## src/rtl/dpram_pkg.sv

```systemverilog
// Shared definitions for the byte-enabled true dual-port RAM and its per-port read pipeline.
package dpram_pkg;

    localparam int RDW_READ_FIRST  = 0;
    localparam int RDW_WRITE_FIRST = 1;

    typedef enum logic {
        CLEAR,
        RUN
    } state_t;

    function automatic int bytes_of(input int data_width);
        return data_width / 8;
    endfunction

endpackage

```

## src/rtl/dpram_port_pipe.sv

```systemverilog
// Per-port read path: same-port write-first merge followed by a 1- or 2-stage
// read-data/valid pipeline.
module dpram_port_pipe
    import dpram_pkg::*;
#(
    parameter int DATA_WIDTH   = 32,
    parameter int READ_LATENCY = 1,
    parameter int RDW_MODE     = RDW_READ_FIRST
) (
    input  logic                    clk,
    input  logic                    rst,
    input  logic                    accept,
    input  logic [DATA_WIDTH/8-1:0] we,
    input  logic [DATA_WIDTH-1:0]   data_in,
    input  logic [DATA_WIDTH-1:0]   mem_word,
    output logic [DATA_WIDTH-1:0]   data_out,
    output logic                    valid
);

    localparam int NUM_BYTES = bytes_of(DATA_WIDTH);

    logic [DATA_WIDTH-1:0] merged;
    logic [DATA_WIDTH-1:0] read_word;
    logic                  stage_valid;
    logic [DATA_WIDTH-1:0] stage_data;

    // NOTE: the default assignment before the loop keeps this block purely combinational (no latch).
    always_comb begin
        merged = mem_word;
        for (int i = 0; i < NUM_BYTES; i++) begin
            if (we[i]) merged[8*i +: 8] = data_in[8*i +: 8];
        end
    end

    assign read_word = (RDW_MODE == RDW_WRITE_FIRST) ? merged : mem_word;

    if (READ_LATENCY == 2) begin : g_lat2
        logic                  s1_valid;
        logic [DATA_WIDTH-1:0] s1_data;

        // NOTE: state is updated with non-blocking assignments so every flop samples pre-edge values.
        always_ff @(posedge clk) begin
            if (rst) begin
                s1_valid <= 1'b0;
                s1_data  <= '0;
            end else begin
                s1_valid <= accept;
                if (accept) s1_data <= read_word;
            end
        end

        assign stage_valid = s1_valid;
        assign stage_data  = s1_data;
    end else begin : g_lat1
        assign stage_valid = accept;
        assign stage_data  = read_word;
    end

    // Output register holds its last data when no access reaches it.
    always_ff @(posedge clk) begin
        if (rst) begin
            valid    <= 1'b0;
            data_out <= '0;
        end else begin
            valid <= stage_valid;
            if (stage_valid) data_out <= stage_data;
        end
    end

endmodule

```

## src/rtl/dual_port_ram_be.sv

```systemverilog
// True dual-port synchronous RAM with byte enables, write-write collision flag
// and an optional zero-fill sweep after reset.
module dual_port_ram_be
    import dpram_pkg::*;
#(
    parameter int DATA_WIDTH     = 32,
    parameter int ADDR_WIDTH     = 4,
    parameter int READ_LATENCY   = 1,
    parameter int RDW_MODE       = RDW_READ_FIRST,
    parameter int CLEAR_ON_RESET = 1
) (
    input  logic                    clk,
    input  logic                    rst,
    input  logic                    en_a,
    input  logic [DATA_WIDTH/8-1:0] we_a,
    input  logic [ADDR_WIDTH-1:0]   addr_a,
    input  logic [DATA_WIDTH-1:0]   data_in_a,
    output logic [DATA_WIDTH-1:0]   data_out_a,
    output logic                    valid_a,
    input  logic                    en_b,
    input  logic [DATA_WIDTH/8-1:0] we_b,
    input  logic [ADDR_WIDTH-1:0]   addr_b,
    input  logic [DATA_WIDTH-1:0]   data_in_b,
    output logic [DATA_WIDTH-1:0]   data_out_b,
    output logic                    valid_b,
    output logic                    busy,
    output logic                    collision
);

    localparam int                    NUM_BYTES = bytes_of(DATA_WIDTH);
    localparam int                    DEPTH     = 1 << ADDR_WIDTH;
    localparam logic [ADDR_WIDTH-1:0] LAST_ADDR = ADDR_WIDTH'(DEPTH - 1);

    logic [DATA_WIDTH-1:0] mem [DEPTH];
    state_t                state;
    logic [ADDR_WIDTH-1:0] cnt;
    logic                  acc_a;
    logic                  acc_b;
    logic                  collide;

    assign acc_a   = en_a && (state == RUN) && !rst;
    assign acc_b   = en_b && (state == RUN) && !rst;
    assign collide = acc_a && acc_b && (addr_a == addr_b) && ((we_a & we_b) != '0);

    always_ff @(posedge clk) begin
        if (rst) begin
            state     <= (CLEAR_ON_RESET != 0) ? CLEAR : RUN;
            busy      <= (CLEAR_ON_RESET != 0);
            cnt       <= '0;
            collision <= 1'b0;
        end else begin
            collision <= collide;
            case (state)
                CLEAR: begin
                    cnt <= cnt + 1'b1;
                    if (cnt == LAST_ADDR) begin
                        state <= RUN;
                        busy  <= 1'b0;
                    end
                end
                default: busy <= 1'b0;
            endcase
        end
    end

    // NOTE: the array has no reset branch; clearing is the sweep's job, which keeps it a plain RAM.
    // B is written first so that A's enabled bytes override it on a shared address.
    always_ff @(posedge clk) begin
        if (state == CLEAR && !rst) begin
            mem[cnt] <= '0;
        end else begin
            for (int i = 0; i < NUM_BYTES; i++) begin
                if (acc_b && we_b[i]) mem[addr_b][8*i +: 8] <= data_in_b[8*i +: 8];
                if (acc_a && we_a[i]) mem[addr_a][8*i +: 8] <= data_in_a[8*i +: 8];
            end
        end
    end

    dpram_port_pipe #(
        .DATA_WIDTH  (DATA_WIDTH),
        .READ_LATENCY(READ_LATENCY),
        .RDW_MODE    (RDW_MODE)
    ) u_pipe_a (
        .clk     (clk),
        .rst     (rst),
        .accept  (acc_a),
        .we      (we_a),
        .data_in (data_in_a),
        .mem_word(mem[addr_a]),
        .data_out(data_out_a),
        .valid   (valid_a)
    );

    dpram_port_pipe #(
        .DATA_WIDTH  (DATA_WIDTH),
        .READ_LATENCY(READ_LATENCY),
        .RDW_MODE    (RDW_MODE)
    ) u_pipe_b (
        .clk     (clk),
        .rst     (rst),
        .accept  (acc_b),
        .we      (we_b),
        .data_in (data_in_b),
        .mem_word(mem[addr_b]),
        .data_out(data_out_b),
        .valid   (valid_b)
    );

endmodule
```

## config.mk

```make
export PLATFORM = sky130hd
export DESIGN_NAME = dual_port_ram_be
export DESIGN_NICKNAME = d
export VERILOG_FILES = /design/src/rtl/dpram_pkg.sv /design/src/rtl/dpram_port_pipe.sv /design/src/rtl/dual_port_ram_be.sv
export SDC_FILE = /design/constraint.sdc
export NUM_CORES = 1
export LEC_CHECK = 0
export CELL_PAD_IN_SITES_DETAIL_PLACEMENT = 0
export CELL_PAD_IN_SITES_GLOBAL_PLACEMENT = 1
export CORE_ASPECT_RATIO = 1.2
export CORE_UTILIZATION = 47
export CTS_CLUSTER_DIAMETER = 80
export CTS_CLUSTER_SIZE = 16
export DETAILED_ROUTE_END_ITERATION = 12
export GPL_TIMING_DRIVEN = 0
export PLACE_DENSITY = 0.75
export SYNTH_ARGS = -nofsm -noshare
export SYNTH_HDL_FRONTEND = slang
export SYNTH_SLANG_ARGS = --single-unit
```

## constraint.sdc

```tcl
create_clock -name clk -period 3.15 [get_ports clk]
set_input_delay 0.945 -clock clk [delete_from_list [all_inputs] [get_ports clk]]
set_output_delay 0.945 -clock clk [all_outputs]
set_load 0.01 [all_outputs]
```

Word-level counts from Yosys, hierarchy flattened
Memories as Yosys holds them, arrays and structs flattened. A register that Yosys moved wholly into a read port is not among the register bits.
Cells that the tools add are included.
Cells by class
  bitwise logic cells: 2
  multiplexer cells: 33
  add/sub/neg operators: 1
  reduce and logical (&&, ||, !) cells: 20
  equal/unequal tests: 2
Operators with widths (number)
  $mux W32: 1
  $reduce_or A32 Y1: 1
  $mux W1: 30
  $logic_and A1 B1 Y1: 16
  $mux W4: 2
  $add A4 B1 Y4 const B: 1
  $and A4 B4 Y4: 1
  $eq A4 B4 Y1: 1
  $eq A4 B4 Y1 const B: 1
  $reduce_bool A4 Y1: 1
  $reduce_bool A2 Y1: 1
  $logic_not A1 Y1: 1
  $not A1 Y1: 1
Word-level totals
  bits in registers: 9
  memory bits (writable): 512
  memories kept: 1
  word-level logic and storage cells: 65
  output and inout port bits: 68
Memory list
  mem: words 16, bits a word 32, read ports 2, clocked after memory_dff 2, write ports 2, line dual_port_ram_be.sv:34  | logic [DATA_WIDTH-1:0] mem [DEPTH];

Depth between registers and ports, before layout
Gate-level depths: netlist (run 1).
  depth in word-level cells: 8
  gate-level depth with buffers: 9

Modules after synthesis
A second synthesis (run 1) with hierarchy kept.
Second synthesis, totals
  cell total of the unflattened synthesis: 2302
  area total of the unflattened synthesis: 33603.5 sq um
Modules (own cells, without submodules)
  dual_port_ram_be: cells an instance 2090, times used 1, area an instance 31198.7 sq um
  dpram_port_pipe: cells an instance 106, times used 2, area an instance 1202.4 sq um

Worst setup path after synthesis (run 1)
OpenSTA, ideal clock, no wires.
  kind: input port to flip-flop
  start: input we_b[2]
  end: memory mem[0][16], enable pin
  required time: 2.763 ns
  cell stages on the path: 6
  setup slack: -0.109 ns
  buffers on the path: 2
  arrival time: 2.872 ns
  setup time: 0.387 ns
  cell sequence: or4_4 -> buf_2 -> a211oi_2 -> a21oi_2 -> buf_2 -> o31ai_1
RTL lines
  start, declared: line dual_port_ram_be.sv:21  | input logic [DATA_WIDTH/8-1:0] we_b,
  end, declared: line dual_port_ram_be.sv:34

==> results.md, run 1 <==
* Routed wire length at between 100 and 150 mm
* Post-route clock period utilization at 104%
* Post-synth ARST share at 0%
* Sequential-to-total area share from yosys stat at between 50% and 60%
* Post-detail-place hpwl at between 80 and 90 mm
* Final worst slack at -133 ps
* Number of flops mapped to enable cells by yosys at between 500 and 600
* Netlist cell types at 52
* Fin Hold WS at between 400 and 500 ps
* CP required at between 3000 and 4000 ps
* Gpl congestion at 0.984
* Port buffer count at between 100 and 150
* Router iterations before antenna repair at 5
* Util after Layout at between 50% and 60%
* Clk_lat worst skew at between 600 and 700 ps
* Synth Area in Simple Gates at slightly above 4%
* Core area at 69600 um2
* First-pass GRT wire length at around 170 mm
* Synthesized area at 33100 um2
* Cts bufs inserted at 42
* Worst EP arrival at between 3000 and 4000 ps
* Leading cell types by count after synthesis: 544 x mux2_2, 512 x edfxtp_1, 194 x mux4_2
* Vias at 23400
* Total GRT Usage at between 30% and 40%
* Detailed Route Iter0 Violations at ~3000
* Worst hold path class: reg2reg
* Initial cell density of the core at between 40 and 50%
* Final setup fails at 67
* Worst VDD drop at between 200 and 300 uV
* FF+latch count, synth at 585
* Largest family of logic cells by synthesized area: multiplexers
* PwrDens at roughly 400 nW/um2
* Die Y at ~290 um
* Syn_area_per_cell at 15.0 um2
* Crit. End Element: register
* # IOs at 152
* Detail Route Antenna Nets at 0
* Max FO, Critical Path at 10
* Max-cap viol count at 0
* Top cells by area in the synthesized netlist: edfxtp_1 46%, mux2_2 18%, mux4_2 13%
* Overflow after GRT at 0
* Status: finished, violations left
* Yosys top cell area share at a little under half
* Synth Instances at around 2200
* Kind of critical path: in2reg
* XOR/XNOR share of the synthesized area at less than 1%
* Dpl cells at around 3300
* Site Rows at 106
* Hold_buf cts at 0
* Initial antenna violation count at 3
* Htree depth at 2
* Area growth from synthesis to layout at 18.4%
* DIE WIDTH at about 240 um
* Synth Area in Compound Gates at between 5 and 6%
* Actual slew at the worst max-slew pin at ~1300 ps
* Nets at 2571
* Die ar. at 71500 um2
* Clk root buf: clkbuf_16
* WL/cell at roughly 36 um
* Post-Synth Adder-Cell Area at less than 1%
* Drc violations at 0
* Fin crit period at roughly 3300 ps
* Post-synthesis mux area share at ~36%
* RSZ-0062 raised after global routing: yes
* CTS tree: yes
* Final-report hold violation count at 0
* Clock Skew at between 10 and 15 ps
* Finished Layout Cells at between 3000 and 4000
* Worst slew margin at between 10% and 20%
* Most common cell in the netlist: mux2_2
* Share of cells above drive strength 1 at ~45%
* Max Transition Viols Final at 0
* CP Launch Type: primary input
* Violated checks: negative setup slack
* Clock transition at path regs at roughly 80 ps
* CTS Buffer Depth at 3
* Syn Nets at approximately 2300
* CTS Sinks at approximately 600
* Fmax at just over 300 MHz
* Warnings from Yosys at 0
* Leakage at 14.7 nW
* Number of global-route vias before repair at approximately 24000
* Largest net degree at the start of global routing at 18
* Yosys top cell by area: edfxtp_1
* Ys flop type: edfxtp_1
* DR vias/cell at approximately 7
==> flip-flops by register name, summed over array words and instances, names as in the netlist <==
| name | flops |
|---|---|
| cnt | 4 |
| mem | 512 |
| u_pipe_a.valid | 1 |
| u_pipe_b.valid | 1 |
| u_pipe_b.data_out | 32 |
| u_pipe_a.data_out | 32 |
| collision | 1 |
| state | 1 |
| busy | 1 |
==> per-layer routing <==
| metal | track usage (%) | routed length, um | up-vias |
|---|---|---|---|
| li1 | - | - | 9512 |
| met3 | 7.74 | 12200 | 347 |
| met2 | 56.3 | 59000 | 1476 |
| met1 | 42.9 | 45200 | 12000 |
| met4 | 16.6 | 6590 | 2 |
| met5 | 0 | 13 | - |
==> worst max-delay path, cell delays in order <==
cell             delay (ps)
clkdlybuf4s50_1         490
buf_2                   230
buf_2                   250
nor4_4                  580
nand2_1                 580
o31ai_4                 270
buf_4                   250
==> worst paths after layout <==
| check | startpoint | endpoint | slack (ps) | cells past startpoint |
|---|---|---|---|---|
| setup / recovery | addr_a[1] | mem[0][16] | -130 | 7 |
| hold / removal | u_pipe_a.data_out[9] | u_pipe_a.data_out[9] | 490 | 1 |
| setup reg to reg | state | mem[13][5] | 290 | 8 |
| hold reg to reg | u_pipe_a.data_out[9] | u_pipe_a.data_out[9] | 490 | 1 |
==> cells by family after synthesis <==
kind of cell               count (synthesis)
xor gates and xnor gates                   7
muxes                                    867
adders and majority gates                  1
and+or+nand+nor                          269
AOI/OAI and AO/OA                        253
DFF                                      585
buffers and inverters                    231
==> power breakdown <==
part           total (mW)  switching (mW)  internal [mW]
Sequential           8.42          0.0373           8.39
Combinational        1.48           0.932          0.550
Clock                5.56            2.81           2.76
==> area by class of cell <==
cell class                 instances  area (um2)
multi-input combinational       1397       16200
sequential                       585       16800
clock inverter                     1        30.0
antenna                            1        2.50
fill                            5586       30400
tap                              918        1150
inverter                           2        11.3
buffer                           227        1190
clock buffer                      72        1240
timing repair buffer             231        2560
==> placed cells by master (no fill, tap or decap), types with 53 or more instances in the layout <==
cell             instances
clkbuf_1               129
mux4_2                 194
a22oi_1                 63
nand2_1                 56
mux2_2                 544
mux2i_1                125
nand3_1                 65
buf_2                   53
clkdlybuf4s50_1        141
edfxtp_1               512
dfxtp_1                 73
==> repair_timing <==
action	4_1_cts	5_1_grt
resized for setup	193	40
pin swaps	39	8
setup buffers	46	10
endpoints found under the setup margin	1026	335
cloned	0	0
==> through the flow <==
stage | total power, mW | area [um2] | setup WS, ps | setup TNS, ps
after detailed placement | 9.95 | 36100 | -2220 | -1290390
after global routing | 15.7 | 39200 | -143 | -2080
after global placement | 9.89 | 35700 | -2420 | -1454570
after floorplan | 9.32 | 33100 | -109 | -8690
after CTS | 15.4 | 39000 | -297 | -14410
final | 15.5 | 39200 | -133 | -3280
No activity file was read; power rests on OpenSTA's default activity.
==> inputs of run 2 (changes only) <==
Settings changed: CORE_UTILIZATION 47 to 45, PLACE_DENSITY 0.75 to 0.72.
==> run 2 against run 1 <==
The flow still finishes with violations (negative setup slack). First-iteration DRC count grew 2.7%. Core utilization shrank 2.2 points. Worst setup slack lost 45 ps. Maximum frequency shrank 1.4%. Routed wire length grew 1.7%. Final cell count grew 0.76%. Final area grew 0.16%. Sequential share of layout area shrank 0.068 points. Largest cell class unchanged. Largest power group unchanged.
==> results.md, run 2 (synthesis results as in run 1) <==
* Status: finished, violations left
* Violated checks: negative setup slack
* Clk_lat worst skew at 620 ps (about the same)
* Htree depth at 2 (unchanged)
* Internal power at 11.5 mW (-1.4%)
* Biggest regs: mem: 512 flops, u_pipe_a.data_out: 32 flops, u_pipe_b.data_out: 32 flops
* R2r setup slk at 240 ps (-50 ps)
* Max Transition Viols Final at 0 (unchanged)
* First-pass GRT wire length at 176 mm (+2.0%)
* Final worst slack at -178 ps (-45.5 ps)
* Initial cell density of the core at 45.6% (-1.9 points)
* Nets at 2575 (+0.16%)
* Post-Place Cell Area at 36100 um2 (about the same)
* WL/cell at 36.1 um (+0.92%)
* Clock Skew at 27.5 ps (+16.0 ps)
* Number of global-route vias before repair at 24100 (+1.6%)
* Die Y at 299 um (+2.2%)
* Worst VDD drop at 342 uV (+23%)
* Switching part of the total power at 24.9% (+0.52 points)
* Reg2reg end: mem[8][18]
* Sequential share of power at 54.9% (+0.4 points)
* CP required at 3510 ps (+40 ps)
* Total GRT Usage at 33.2% (-1.1 points)
* Die ar. at 74700 um2 (+4.4%)
* Finished Layout Cells at 3460 (+0.76%)
* Area occupied by multi-input gates at 16200 um2 (+0.24%)
* Site Rows at 108 (+1.9%)
* Most frequent cells in the layout: 544 x mux2_2, 512 x edfxtp_1, 194 x mux4_2, 141 x clkbuf_1, 141 x clkdlybuf4s50_1
* CTS Sinks at 585 (unchanged)
* Buf/Inv on CP at 2 (-2)
* Area growth from synthesis to layout at 18.6%
* Initial antenna violation count at 4 (+1)
* Leakage at 14.7 nW (about the same)
* Logic pwr share at 9.8% (+0.2 points)
* Core area at 72600 um2 (+4.2%)
* Actual slew at the worst max-slew pin at 1350 ps (+8.36 ps)
* Post-route clock period utilization at 106% (+1.4 points)
* # IOs at 152 (unchanged)
* Worst hold path class: reg2reg
* DIE WIDTH at 250 um (+2.2%)
* Overflow after GRT at 0 (unchanged)
* CTS tree: yes
* Vias at 23500 (+0.55%)
* Fraction of power consumed by the clock network at 35.4% (-0.6 points)
* DR vias/cell at 6.79 (-0.21%)
* Kind of critical path: in2reg
* Drc violations at 0 (unchanged)
* Flip-flop count of the largest register after layout at 512 (unchanged)
* CTS Buffer Depth at 3 (unchanged)
* RSZ-0062 raised after global routing: yes
* Router iterations before antenna repair at 10 (+5)
* CP Launch Type: primary input
* Largest net degree at the start of global routing at 18 (unchanged)
* CP delay by family, top: simple AND/OR/NAND/NOR gates
* PwrDens at 391 nW/um2 (-0.88%)
* Detailed Route Iter0 Violations at 3069 (+2.7%)
* Slowest cell on crit path: clkdlybuf4s50_1
* Post-detail-place hpwl at 86.2 mm (+1.5%)
* Clk root buf: clkbuf_16
* Final setup fails at 196 (+190%)
* Worst EP arrival at 3690 ps (+90 ps)
* Worst slew margin at 9.89% (-0.56 points)
* WHS Endpoint: u_pipe_a.data_out[8]
* Crit. End Element: register
* Hold Path Stages at 1 (unchanged)
* Storage cell area at 16800 um2 (unchanged)
* Dpl cells at 3319 (+0.39%)
* Detail Route Antenna Nets at 0 (unchanged)
* Largest Register: mem
* Fmax at 300 MHz (-1.4%)
* Max-cap viol count at 0 (unchanged)
* Max incr delay on CP at 660 ps (+80 ps)
* R2R Path Start: state
* Hold Path Origin: u_pipe_a.data_out[8]
* CP Cell Sequence: clkdlybuf4s50_1 > nand3b_1 > inv_2 > nand2_1 > nor2_4 > mux2_2
* Share of cells above drive strength 1 at 45.1% (-0.22 points)
* Filler Cell Count at 5810 (+4.0%)
* Port buffer count at 146 (unchanged)
* Max FO, Critical Path at 10 (unchanged)
* Fin crit period at 3330 ps (+45.5 ps)
* Clock transition at path regs at 80 ps (about the same)
* Sw power at 3.83 mW (+1.4%)
* Post-route cell area at 39300 um2 (+0.16%)
* Reg2Reg Depth at 9 (+1)
* Cts bufs inserted at 42 (unchanged)
* Util after Layout at 54.1% (-2.2 points)
* Routed wire length at 125 mm (+1.7%)
* Gpl congestion at 0.971 (-1.3%)
* Most common cell after layout, fill and taps aside: mux2_2
* Final-report hold violation count at 0 (unchanged)
run 2: changes by cell type in the layout (fill, tap and decap cells not counted), sizes merged:
cell / before / now
buf: 170 / 172
bufinv: 1 / 0
clkbuf: 211 / 218
clkdlybuf4s15: 3 / 2
clkinvlp: 1 / 2
diode: 1 / 2
dlygate4sd2: 5 / 4
inv: 1 / 2
run 2: how the worst max path moves through the flow:
stage                   start          end  slack [ps]  cells after the start
floorplan             we_b[2]   mem[0][16]        -110                      6
global placement         en_b  mem[12][27]       -2560                      8
detailed placement       en_b  mem[10][18]       -2180                      8
CTS                 addr_a[1]  mem[13][17]        -310                      7
global route             en_a  mem[13][10]        -180                      5
finish                   en_a  mem[11][26]        -180                      6
run 2: per-layer routing:
metal / global-route usage, % / up-vias / share of wire [%]
met3: 7.69 / 443 / 9.8
met5: 0 / - / 0.010
met4: 18.3 / 2 / 6.4
met2: 53.8 / 1489 / 47
li1: - / 9523 / -
met1: 41.2 / 12100 / 37
run 2: timing repair:
item                        CTS  global route
hold buffers                  0             0
setup endpoints to repair  1008           534
hold endpoints to repair      0             0
resized for setup           191            43
buffers inserted             56             7
pin swaps                    46             6
cloned                        0             0
run 2: layout make-up:
type	count	share of cell area (%)
Tap cell	935	2.98
Buffer	228	3.01
Clock inverter	2	0.0414
Antenna cell	2	0.0127
Sequential cell	585	42.9
Timing Repair Buffer	234	6.67
Inverter	2	0.0287
Clock buffer	75	3.05
Multi-Input combinational cell	1397	41.3
run 2: power groups by stage:
| stage | registers [mW] | logic (mW) | clock network (mW) |
|---|---|---|---|
| 4_1_cts | 8.42 | 1.45 | 5.41 |
| 2_1_floorplan | 8.59 | 0.731 | 0 |
| 6_report | 8.42 | 1.50 | 5.43 |
| 3_5_place_dp | 8.60 | 1.35 | 0 |
| 5_1_grt | 8.43 | 1.53 | 5.68 |
| 3_3_place_gp | 8.60 | 1.30 | 0 |
run 2: stage by stage:
step                 TNS, ps  worst slack [ps]  power (mW)  hold slack, ps
floorplan              -8690              -109        9.32             505
global placement    -1443480             -2560        9.90             470
detailed placement  -1282710             -2180        9.95             473
CTS                   -13350              -309        15.3             492
global route          -11650              -184        15.6             510
finish                -14070              -178        15.4             494
